--- config.mk ---
export PLATFORM = sky130hd
export DESIGN_NAME = fp_add_scheduler
export DESIGN_NICKNAME = d
export VERILOG_FILES = /design/src/rtl/fp_add_scheduler_pkg.sv /design/src/rtl/fp_add_scheduler_rr_pick.sv /design/src/rtl/fp_add_scheduler.sv
export SDC_FILE = /design/constraint.sdc
export NUM_CORES = 1
export LEC_CHECK = 0
export BUFFER_PORTS_ARGS = -buffer_cell sky130_fd_sc_hd__buf_2
export CORE_MARGIN = 4
export CORE_UTILIZATION = 50
export CTS_CLUSTER_SIZE = 25
export DETAILED_ROUTE_END_ITERATION = 10
export PLACE_DENSITY_LB_ADDON = 0.12
export SYNTH_ARGS = -nofsm -noshare
export SYNTH_HDL_FRONTEND = slang
export SYNTH_SLANG_ARGS = --single-unit
--- constraint.sdc ---
create_clock -name clk -period 8.11 [get_ports clk]
set_input_delay 1.622 -clock clk [delete_from_list [all_inputs] [get_ports clk]]
set_output_delay 1.622 -clock clk [all_outputs]
set_load 0.005 [all_outputs]
--- src/rtl/fp_add_scheduler_pkg.sv ---
// Shared constants for the fp_add_scheduler block: FSM state codes, float width, watchdog default.
package fp_add_scheduler_pkg;

  localparam int FP_W            = 8;
  localparam int TIMEOUT_DEFAULT = 64;

  typedef logic [2:0] state_t;

  localparam state_t ST_IDLE  = 3'd0;
  localparam state_t ST_ISSUE = 3'd1;
  localparam state_t ST_WAIT  = 3'd2;
  localparam state_t ST_RESP  = 3'd3;
  localparam state_t ST_ABORT = 3'd4;

endpackage

--- src/rtl/fp_add_scheduler_rr_pick.sv ---
// rr_pick: combinational round-robin selector; the first set req bit at or after i_ptr wins.
module rr_pick #(
  parameter int NREQ = 4,
  parameter int PW   = 2
) (
  input  logic [NREQ-1:0] i_req,
  input  logic [PW-1:0]   i_ptr,
  output logic [NREQ-1:0] o_winner
);

  logic [PW-1:0] w_idx;

  // Scan from the farthest offset down so the nearest requester overwrites earlier picks.
  always_comb begin
    o_winner = '0;
    w_idx    = '0;
    for (int i = NREQ - 1; i >= 0; i--) begin
      w_idx = PW'((int'(i_ptr) + i) % NREQ);
      if (i_req[w_idx]) begin
        o_winner        = '0;
        o_winner[w_idx] = 1'b1;
      end
    end
  end

endmodule

--- src/rtl/fp_add_scheduler.sv ---
// Arbitrates NREQ requesters onto one shared multi-cycle adder, one transaction at a time.
// Optional watchdog with err output: define FP_ADD_SCHED_WATCHDOG_EN.
module fp_add_scheduler
  import fp_add_scheduler_pkg::*;
#(
  parameter int NREQ    = 4,
  parameter int TIMEOUT = TIMEOUT_DEFAULT
) (
  input  logic                 clk,
  input  logic                 reset,
  input  logic [NREQ-1:0]      req,
  input  logic [FP_W*NREQ-1:0] op_a,
  input  logic [FP_W*NREQ-1:0] op_b,
  output logic [NREQ-1:0]      gnt,
  output logic [NREQ-1:0]      done,
  output logic [FP_W-1:0]      result,
  output logic                 busy,
  output logic [FP_W-1:0]      adder_a,
  output logic [FP_W-1:0]      adder_b,
  output logic                 adder_start,
  input  logic [FP_W-1:0]      adder_sum,
  input  logic                 adder_valid,
`ifdef FP_ADD_SCHED_WATCHDOG_EN
  output logic                 err,
`endif
  output logic [2:0]           dbg_state
);

  localparam int PW = (NREQ > 1) ? $clog2(NREQ) : 1;

  state_t          r_state;
  logic [NREQ-1:0] r_gnt;
  logic [NREQ-1:0] r_done;
  logic [FP_W-1:0] r_result;
  logic [FP_W-1:0] r_adder_a;
  logic [FP_W-1:0] r_adder_b;
  logic            r_start;
  logic            r_valid_q;
  logic [PW-1:0]   r_ptr;

  logic [NREQ-1:0] w_winner;
  logic [FP_W-1:0] w_sel_a;
  logic [FP_W-1:0] w_sel_b;
  logic [PW-1:0]   w_next_ptr;
  logic            w_complete;

`ifdef FP_ADD_SCHED_WATCHDOG_EN
  localparam int WCW = $clog2(TIMEOUT + 1);
  logic [WCW-1:0] r_wcnt;
  logic           r_err;
  assign err = r_err;
`else
  logic w_unused_timeout;
  assign w_unused_timeout = (TIMEOUT > 0);
`endif

  rr_pick #(.NREQ(NREQ), .PW(PW)) u_rr_pick (
    .i_req    (req),
    .i_ptr    (r_ptr),
    .o_winner (w_winner)
  );

  always_comb begin
    w_sel_a    = '0;
    w_sel_b    = '0;
    w_next_ptr = '0;
    for (int i = 0; i < NREQ; i++) begin
      if (w_winner[i]) begin
        w_sel_a    = op_a[i*FP_W +: FP_W];
        w_sel_b    = op_b[i*FP_W +: FP_W];
        w_next_ptr = PW'((i + 1) % NREQ);
      end
    end
  end

  // A valid level still high from the previous operation is not a completion.
  assign w_complete = adder_valid & ~r_valid_q;

  always_ff @(posedge clk) begin
    if (!reset) begin
      r_state   <= ST_IDLE;
      r_gnt     <= '0;
      r_done    <= '0;
      r_result  <= '0;
      r_adder_a <= '0;
      r_adder_b <= '0;
      r_start   <= 1'b0;
      r_valid_q <= 1'b0;
      r_ptr     <= '0;
`ifdef FP_ADD_SCHED_WATCHDOG_EN
      r_wcnt    <= '0;
      r_err     <= 1'b0;
`endif
    end else begin
      r_valid_q <= adder_valid;
      r_start   <= 1'b0;
      r_done    <= '0;
`ifdef FP_ADD_SCHED_WATCHDOG_EN
      r_err     <= 1'b0;
`endif
      case (r_state)
        ST_IDLE: begin
          if (|req) begin
            r_state   <= ST_ISSUE;
            r_gnt     <= w_winner;
            r_adder_a <= w_sel_a;
            r_adder_b <= w_sel_b;
            r_start   <= 1'b1;
            r_ptr     <= w_next_ptr;
          end
        end
        ST_ISSUE: begin
          r_state <= ST_WAIT;
`ifdef FP_ADD_SCHED_WATCHDOG_EN
          r_wcnt  <= '0;
`endif
        end
        ST_WAIT: begin
          if (w_complete) begin
            r_result <= adder_sum;
            r_done   <= r_gnt;
            r_state  <= ST_RESP;
          end
`ifdef FP_ADD_SCHED_WATCHDOG_EN
          else if (r_wcnt == WCW'(TIMEOUT - 1)) begin
            r_result <= '0;
            r_done   <= r_gnt;
            r_err    <= 1'b1;
            r_state  <= ST_ABORT;
          end else begin
            r_wcnt <= r_wcnt + 1'b1;
          end
`endif
        end
        ST_RESP: begin
          r_gnt   <= '0;
          r_state <= ST_IDLE;
        end
`ifdef FP_ADD_SCHED_WATCHDOG_EN
        ST_ABORT: begin
          r_gnt   <= '0;
          r_state <= ST_IDLE;
        end
`endif
        default: r_state <= ST_IDLE;
      endcase
    end
  end

  assign gnt         = r_gnt;
  assign done        = r_done;
  assign result      = r_result;
  assign busy        = (r_state != ST_IDLE);
  assign adder_a     = r_adder_a;
  assign adder_b     = r_adder_b;
  assign adder_start = r_start;
  assign dbg_state   = r_state;

endmodule

Word level (Yosys, flattened, before mapping) --
Cells that the tools add are included.
Cells by class: order comparisons 8, add/subtract/negate cells 3, mux-type cells 38, bitwise gates (word level) 2, reduce and logical (&&, ||, !) cells 14, equality and inequality tests 5
Operators with widths (count):
- 8-bit 2-to-1 mux | 8
- 4-bit 2-to-1 mux | 5
- 2-bit by 3-bit < comparator with 1-bit output (second input constant) | 4
- 1-bit 2-to-1 mux | 10
- 2-bit AND reduction | 5
- 3-bit one-hot mux with 3 select lines | 1
- 1-bit binary-select mux with 2-bit select | 4
- 1-bit demux with 2-bit select | 4
- 2-bit by 1-bit >= comparator with 1-bit output (second input constant) | 4
- 4-bit one-hot mux with 2 select lines | 1
- 3-bit by 2-bit == test with 1-bit output (second input constant) | 2
- 2-bit 2-to-1 mux | 3
- 3-bit 2-to-1 mux | 2
- 2-bit adder (second input constant) | 2
- 1-bit logical AND | 4
- 2-bit inequality test (second input constant) | 2
- 4-bit OR reduction | 1
- 3-bit by 1-bit == test with 1-bit output (second input constant) | 1
- 3-bit logical NOT | 1
- 3-bit AND reduction | 1
- 3-bit nonzero test | 1
- 2-bit by 1-bit adder with 2-bit output (second input constant) | 1
- 2-bit nonzero test | 1
- 1-bit bitwise AND | 1
- 1-bit inverter | 1
Word-level totals: bits of input ports 79, word-level logic and storage cells 79, bits in registers 39, output and inout port bits 37

Longest topological paths before layout --
Gate-level depths: netlist of run 1.
depth in word-level cells 13, mapped depth 11, depth with buffers taken out 8

Hierarchy --
A second synthesis of run 1 with hierarchy kept.
Second synthesis, totals: cell total of the unflattened synthesis 254, area total of the unflattened synthesis 2299.7 sq um
Modules (own cells, without submodules):
- fp_add_scheduler | cells each 207, area each 1886.8 sq um, seq. area each 760.7 sq um, times used 1
- rr_pick | cells each 47, area each 412.9 sq um, seq. area each 0.0 sq um, times used 1

Worst setup path after synthesis of run 1 --
No wires, ideal clock.
path type in2reg, from in req[2], to reg r_adder_a[6], in the netlist adder_a[6], arrival 3.194 ns, library setup time 0.127 ns, required time 7.983 ns, setup slack 4.789 ns, stages on the path 6, buffers on the path 1, cell sequence mux4_2 -> a2111oi_4 -> o21ai_2 -> buf_6 -> a221oi_1 -> o22ai_1
On the way: longest elaborated chain between the ends 10, elaborated cells between the ends (all ways) 18, those cells by class mux: 16; reduce/logical: 2
Ends and longest elaborated chain:
- start: declaration | RTL line fp_add_scheduler.sv:11 | input logic [NREQ-1:0] req,
- 1-bit binary-select mux with 2-bit select | RTL line fp_add_scheduler_rr_pick.sv:19 | if (i_req[w_idx]) begin
- 1-bit 2-to-1 mux (not written as such) | RTL line fp_add_scheduler_rr_pick.sv:19
- 4-bit 2-to-1 mux (4 in series) | RTL line fp_add_scheduler_rr_pick.sv:19
- 8-bit 2-to-1 mux (4 in series) | RTL line fp_add_scheduler.sv:68 | if (w_winner[i]) begin
- end signal: assignment | RTL line fp_add_scheduler.sv:106 | r_adder_a <= w_sel_a;
- end: declaration | RTL line fp_add_scheduler.sv:35 | logic [FP_W-1:0] r_adder_a;
Parallel ways exist; a longest one is shown, timed or not. The select of a mux whose other input is x is not followed. A chain may end at the register's enable or synchronous reset.

Worst setup path in the final report of run 1 --
from in req[3], to reg r_adder_b[0], in the netlist adder_b[0]
On the way: longest elaborated chain between the ends 10, elaborated cells between the ends (all ways) 18, those cells by class mux: 16; reduce/logical: 2
Ends and longest elaborated chain:
- 1-bit binary-select mux with 2-bit select | RTL line fp_add_scheduler_rr_pick.sv:19
- 1-bit 2-to-1 mux (not written as such) | RTL line fp_add_scheduler_rr_pick.sv:19
- 4-bit 2-to-1 mux (4 in series) | RTL line fp_add_scheduler_rr_pick.sv:19
- 8-bit 2-to-1 mux (4 in series) | RTL line fp_add_scheduler.sv:68
- end signal: assignment | RTL line fp_add_scheduler.sv:107 | r_adder_b <= w_sel_b;
- end: declaration | RTL line fp_add_scheduler.sv:36 | logic [FP_W-1:0] r_adder_b;
Parallel ways exist; a longest one is shown, timed or not. The select of a mux whose other input is x is not followed.

==> flow_metrics.env, run 1 <==
export IMPL_worst_hold_slack_ns=0.5100
export IMPL_maxCapViolCount=0
export IMPL_clock_latency_ns=0.29
export IMPL_die_height_um=76.13
export IMPL_cts_inserted_buffers=5
export IMPL_setup_tns_ns=0
export IMPL_diodes=0
export IMPL_first_global_vias=2209
export IMPL_synth_area_per_cell_um2=8.825
export IMPL_clock_tree_from_tritoncts="done"
export IMPL_cts_clk_slew_worst_paths_ns=0.08
export IMPL_grt_remaining_overflow=0
export IMPL_critPathKind="input port to flop"
export IMPL_critPathSlowestCell="sky130_fd_sc_hd__o211a_1"
export IMPL_io_buffers=114
export IMPL_power_leakage_nw=1.380
export IMPL_coreArea_mm2=0.004414
export IMPL_post_cts_setup_buffers=0
export IMPL_critical_path_end_type="flop"
export IMPL_cts_hold_fix_buffers=0
export IMPL_cts_max_level=2
export IMPL_grt_first_pass_wirelength_mm=10.24
export IMPL_global_route_usage_met3_pct=5.792
export IMPL_grtUsageMet2_pct=35.87
export IMPL_drv_slew=0
export IMPL_vias=2339
export IMPL_worstSetupStartpointType="input port"
export IMPL_cts_sinks=38
export IMPL_clock_path_buffers=2
export IMPL_critPathArrivalTime_ns=3.77
export IMPL_outcome="finished clean"
export IMPL_final_cells=418
export IMPL_detailedRoute_firstIterationViolations=149
export IMPL_design_portCount=116
export IMPL_synth_distinct_cells=41
export IMPL_use_met1_pct=25.57
export IMPL_dp_hpwl_mm=4.598
export IMPL_critPathRequiredTime_ns=8.32
export IMPL_groute_usage_overall_pct=20.73
export IMPL_syn_num_nets=353
export IMPL_relSlewSlack_pct=27.04
export IMPL_grt_start_max_net_pins=39
export IMPL_postRouteAntennaNets=0
export IMPL_drtPass1Iterations=4
export IMPL_synth_top_cell_area_share_pct=32.78
export IMPL_finalClockSkew_ns=0.006751
export IMPL_numPlacedInstances=410
export IMPL_cellPowerDensity_mw_per_mm2=366.7
export IMPL_chipWidth_um=76.13
export IMPL_netlist_area_mm2=0.002321
export IMPL_cts_resized=0
export IMPL_power_total_w=0.001091
export IMPL_setup_worst_path_start="req[3]"
export IMPL_synth_seq_area_share_pct=32.78
export IMPL_finalSetupViolCount=0
export IMPL_fin_crit_sh_pct=43.91
export IMPL_synth_warnings=0
export IMPL_maxClockFrequency_mhz=280.8
export IMPL_drive_gt1_share_pct=37.70
export IMPL_final_period_minus_worst_setup_slack_ns=3.561
export IMPL_holdCritPathClass="flop to flop"
export IMPL_syn_inst=263
export IMPL_detail_route_vias_per_cell=5.596
export IMPL_fp_dieArea_mm2=0.005796
export IMPL_synth_largest_area_cell="sky130_fd_sc_hd__dfxtp_1"
export IMPL_post_synth_main_area_contributors="sky130_fd_sc_hd__dfxtp_1, sky130_fd_sc_hd__o21ai_0, sky130_fd_sc_hd__ha_1, sky130_fd_sc_hd__a221oi_1, sky130_fd_sc_hd__o22ai_1"
export IMPL_fillerInstances=391
export IMPL_post_dp_cell_area_mm2=0.002836
export IMPL_critical_path_max_stage_delay_ns=0.60
export IMPL_grt_busiest_layer="met2"
export IMPL_timing_hold_violations_final=0
export IMPL_rsz_0062_raised_after_global_routing="false"
export IMPL_worst_ir_drop_vdd_uv=249.9
export IMPL_grt_antenna_before_repair=0
export IMPL_clock_tree_root_cell="sky130_fd_sc_hd__clkbuf_8"
export IMPL_hold_crit_start="gnt[1]$_SDFFE_PN0P_"
export IMPL_area_added_between_synthesis_and_finish_pct=28.14
export IMPL_regToRegStartpoint="r_ptr[0]$_SDFFE_PN0P_"
export IMPL_gp_routability_congestion=0.8906
export IMPL_drc=0
export IMPL_finalInstanceArea_mm2=0.002974
export IMPL_critical_path_peak_fanout=17
export IMPL_worst_tran_pin_value_ns=1.090
export IMPL_initial_utilization_pct=52.58
export IMPL_detail_route_wirelength_mm=6.367
export IMPL_wl_per_cell_um=15.23
export IMPL_worstPathCellList="buf_2, mux4_2, nor2b_1, a311oi_2, o211a_1, a221oi_1, o22ai_1"
export IMPL_postSynthRegisterBits=38
export IMPL_row_count=24
export IMPL_fin_nets=455
## critical path, delay by kind of cell
kind,cells,cell delay (ns)
compound gates,4,1.27
mux,1,0.56
simple gates,1,0.18
buf+inv,1,0.13
## layout by cell type (no fill, tap or decap), types with 2 or more instances in the layout
cell | Yosys | layout
sky130_fd_sc_hd__a21oi_1 | 18 | 18
sky130_fd_sc_hd__a221oi_1 | 13 | 13
sky130_fd_sc_hd__a221oi_2 | 3 | 3
sky130_fd_sc_hd__a22oi_1 | 5 | 5
sky130_fd_sc_hd__and2_1 | 2 | 2
sky130_fd_sc_hd__and3_1 | 5 | 5
sky130_fd_sc_hd__buf_2 | 5 | 114
sky130_fd_sc_hd__bufinv_16 | 0 | 2
sky130_fd_sc_hd__clkbuf_8 | 0 | 5
sky130_fd_sc_hd__dfxtp_1 | 38 | 38
sky130_fd_sc_hd__ha_1 | 11 | 11
sky130_fd_sc_hd__inv_1 | 9 | 9
sky130_fd_sc_hd__mux2i_1 | 11 | 11
sky130_fd_sc_hd__mux4_2 | 3 | 3
sky130_fd_sc_hd__nand2_1 | 10 | 10
sky130_fd_sc_hd__nand2b_1 | 5 | 5
sky130_fd_sc_hd__nor2_1 | 24 | 24
sky130_fd_sc_hd__nor2b_1 | 14 | 14
sky130_fd_sc_hd__o211a_1 | 2 | 2
sky130_fd_sc_hd__o21ai_0 | 34 | 34
sky130_fd_sc_hd__o22ai_1 | 18 | 18
## sequential cells by signal (all words and copies together), names as in the netlist, 2 cells and up
name       flops
adder_a        8
adder_b        8
result         8
done           4
gnt            4
dbg_state      2
r_ptr          2
## cell type report
type	instances	area, um2	share of cell area [%]
repair buffers	115	578.1	19.44
flip-flops and latches	38	760.7	25.58
clock buffers	5	68.82	2.314
inverters	9	33.78	1.136
multi-input cells	196	1399	47.03
well taps	52	65.06	2.188
clock inverters	3	68.82	2.314
## synth_stat cells (all sizes together)
cell	number
a2111oi	1
a211oi	1
a21boi	1
a21o	1
a21oi	18
a221oi	16
a22oi	6
a311oi	1
and2	2
and3	5
buf	11
clkbuf	9
conb	1
dfxtp	38
ha	11
inv	9
mux2	1
mux2i	11
mux4	4
nand2	10
nand2b	5
nand3b	2
nor2	25
nor2b	14
nor3b	1
nor4	1
o211a	2
o21ai	35
o221a	1
o22ai	18
o311a	1
or2	1
## through the flow
stage,util (%),setup WS [ns]
after floorplan,-,4.789
after global placement,64.26,4.307
after detailed placement,64.26,4.282
after CTS,67.38,4.591
after global routing,67.38,4.425
final,67.38,4.549
## kinds of logic (layout without fill, tap and decap cells)
kind of cell	after synthesis	in the layout	synth area share [%]
compound gates	102	102	30.08
fa+ha+maj	11	11	5.930
buf+inv	29	132	6.954
flops	38	38	32.78
mux	16	16	9.272
other cells	1	1	0.1616
simple gates	66	66	14.83
## metal layers
metal | vias up | wire [um]
met4 | 0 | 35
met2 | 94 | 3122
met1 | 1063 | 2616
li1 | 1177 | -
met3 | 5 | 593
met5 | - | 0
## worst paths after layout
kind | endpoint | depth (start not counted) | slack [ns]
setup reg to reg | adder_b[0]$_SDFFE_PN0P_ | 8 | 4.87
hold / removal | done[1]$_SDFF_PN0_ | 1 | 0.51
setup / recovery | adder_b[0]$_SDFFE_PN0P_ | 7 | 4.55
hold reg to reg | done[1]$_SDFF_PN0_ | 1 | 0.51
## where the power goes
| group | internal (W) | switching [W] |
|---|---|---|
| Sequential | 0.000245 | 0.0000409 |
| Combinational | 0.000252 | 0.000359 |
| Clock | 0.000123 | 0.0000703 |
| Total | 0.000620 | 0.000470 |
Note: power is estimated with default switching activity, not from simulation.
==> inputs of run 2 (changes only) <==
--- a/config.mk
+++ b/config.mk
@@ -7,7 +7,7 @@
 export LEC_CHECK = 0
 export BUFFER_PORTS_ARGS = -buffer_cell sky130_fd_sc_hd__buf_2
 export CORE_MARGIN = 4
-export CORE_UTILIZATION = 50
+export CORE_UTILIZATION = 42
 export CTS_CLUSTER_SIZE = 25
 export DETAILED_ROUTE_END_ITERATION = 10
 export PLACE_DENSITY_LB_ADDON = 0.12
==> constraint.sdc (replaced) <==
create_clock -name clk -period 3.05 [get_ports clk]
set_input_delay 0.61 -clock clk [delete_from_list [all_inputs] [get_ports clk]]
set_output_delay 0.61 -clock clk [all_outputs]
set_load 0.005 [all_outputs]
==> flow_metrics.env, run 2 (synthesized netlist as in run 1, its figures left out) <==
export IMPL_outcome="finished clean"
export IMPL_cts_resized=0
export IMPL_vias=2373
export IMPL_cts_clk_slew_worst_paths_ns=0.08
export IMPL_power_share_switching_pct=45.54
export IMPL_finalSetupViolCount=0
export IMPL_finalClockSkew_ns=0.007894
export IMPL_worst_tran_pin_value_ns=0.8799
export IMPL_initial_utilization_pct=44.31
export IMPL_most_common_layout_cells="sky130_fd_sc_hd__buf_2, sky130_fd_sc_hd__dfxtp_1, sky130_fd_sc_hd__o21ai_0, sky130_fd_sc_hd__nor2_1"
export IMPL_area_added_between_synthesis_and_finish_pct=28.52
export IMPL_drc=0
export IMPL_detailedRoute_firstIterationViolations=106
export IMPL_critPathSlowestCell="sky130_fd_sc_hd__mux4_1"
export IMPL_share_comb_of_total_power_pct=61.6
export IMPL_drive_gt1_share_pct=38.27
export IMPL_cellPowerDensity_mw_per_mm2=931.5
export IMPL_clock_tree_root_cell="sky130_fd_sc_hd__clkbuf_8"
export IMPL_hold_path_depth=1
export IMPL_critical_path_peak_fanout=17
export IMPL_cts_max_level=2
export IMPL_critPathKind="flop to flop"
export IMPL_diodes=0
export IMPL_critPathArrivalTime_ns=2.98
export IMPL_numPlacedInstances=433
export IMPL_power_leakage_nw=1.382
export IMPL_timing_hold_violations_final=0
export IMPL_postRouteAntennaNets=0
export IMPL_cts_inserted_buffers=5
export IMPL_holdCritPathClass="flop to flop"
export IMPL_cts_hold_fix_buffers=0
export IMPL_rsz_0062_raised_after_global_routing="false"
export IMPL_detail_route_wirelength_mm=6.631
export IMPL_coreArea_mm2=0.005238
export IMPL_multi_input_gate_area_in_the_final_layout_mm2=0.001399
export IMPL_p_switching_w=0.001265
export IMPL_fin_nets=460
export IMPL_grt_first_pass_wirelength_mm=10.09
export IMPL_fin_crit_sh_pct=91.97
export IMPL_dp_hpwl_mm=4.802
export IMPL_utilization_pct=56.95
export IMPL_setup_tns_ns=0
export IMPL_wl_per_cell_um=15.04
export IMPL_detail_route_vias_per_cell=5.381
export IMPL_first_global_vias=2247
export IMPL_critPathRequiredTime_ns=3.22
export IMPL_maxCapViolCount=0
export IMPL_critical_path_end_type="flop"
export IMPL_design_portCount=116
export IMPL_row_count=26
export IMPL_clock_latency_ns=0.28
export IMPL_grt_antenna_before_repair=0
export IMPL_relSlewSlack_pct=41.28
export IMPL_grt_start_max_net_pins=39
export IMPL_gp_routability_congestion=0.7933
export IMPL_seqPwrFrac_pct=26.3
export IMPL_share_clk_of_total_power_pct=12.1
export IMPL_clock_tree_from_tritoncts="done"
export IMPL_die_height_um=82.34
export IMPL_fp_dieArea_mm2=0.006779
export IMPL_post_cts_setup_buffers=0
export IMPL_most_frequent_standard_cell_in_the_layout_excluding_fill_and_tap_cells="sky130_fd_sc_hd__buf_2"
export IMPL_chipWidth_um=82.34
export IMPL_worst_ir_drop_vdd_uv=475.1
export IMPL_maxClockFrequency_mhz=356.5
export IMPL_grt_remaining_overflow=0
export IMPL_groute_usage_overall_pct=19.10
export IMPL_r2r_worst_path_cells=8
export IMPL_internal_power_w=0.001513
export IMPL_drtPass1Iterations=5
export IMPL_worstSetupStartpointType="flop"
export IMPL_final_period_minus_worst_setup_slack_ns=2.805
export IMPL_fillerInstances=506
export IMPL_io_buffers=114
export IMPL_register_area_um2=760.7
export IMPL_clock_path_buffers=2
export IMPL_final_cells=441
export IMPL_cts_sinks=38
export IMPL_drv_slew=0
export IMPL_critical_path_max_stage_delay_ns=0.70
export IMPL_worstPathCellList="inv_1, ha_1, mux4_1, nand3b_4, a311oi_2, o211a_1, a221oi_1, o22ai_1"
==> run 2: cell types whose count changed in the layout (fill, tap and decap cells not counted), sizes merged <==
cell | previous run | this run
bufinv | 2 | 0
clkbuf | 5 | 6
buf | 115 | 120
clkinv | 1 | 2
==> run 2: power groups by stage <==
stage | combinational, W | clock (W) | sequential (W)
after floorplan | 0.00130 | 0 | 0.000750
after global placement | 0.00170 | 0 | 0.000739
after detailed placement | 0.00172 | 0 | 0.000738
after CTS | 0.00172 | 0.000346 | 0.000730
after global routing | 0.00191 | 0.000363 | 0.000748
final | 0.00171 | 0.000336 | 0.000731
==> run 2: final cells by class <==
cell class,instances,area share (%)
Timing Repair Buffer,120,20.64
Multi-Input combinational cell,196,46.90
Sequential cell,38,25.50
Inverter,9,1.133
Tap cell,70,2.936
Clock buffer,6,2.433
Clock inverter,2,0.4614
==> run 2: layer usage <==
| metal | routed length (um) | track usage, % | part of all wire, % |
|---|---|---|---|
| met2 | 3218 | 32.29 | 49 |
| met5 | 0 | 0 | 0 |
| met4 | 63 | 6.811 | 0.95 |
| met1 | 2824 | 23.25 | 43 |
| met3 | 525 | 4.989 | 7.9 |
==> run 2: worst paths after layout <==
kind	start	end	slack (ns)
setup reg to reg	r_ptr[0]$_SDFFE_PN0P_	adder_a[7]$_SDFFE_PN0P_	0.25
hold reg to reg	gnt[2]$_SDFFE_PN0P_	done[2]$_SDFF_PN0_	0.50
setup / recovery	r_ptr[0]$_SDFFE_PN0P_	adder_a[7]$_SDFFE_PN0P_	0.25
hold / removal	gnt[2]$_SDFFE_PN0P_	done[2]$_SDFF_PN0_	0.50
==> run 2: stage by stage <==
stage	power, W	hold slack [ns]	area [um2]	setup WS [ns]
after CTS	0.002800	0.5013	2983	0.2102
after detailed placement	0.002460	0.4890	2897	0.1431
final	0.002779	0.4989	2983	0.2451
after floorplan	0.002054	0.4910	2321	0.2715
after global routing	0.003018	0.5220	2983	0.02840
after global placement	0.002437	0.4863	2897	0.2428
==> run 2: worst max-delay path: cells and delay by family, from the launching register on <==
family	cells	cell delay, ns
AND/OR/NAND/NOR	1	0.12
AO/OA/AOI/OAI	4	1.01
buffers and inverters	1	0.09
multiplexers	1	0.70
flip-flops	1	0.33
adder cells (fa/ha/maj)	1	0.42
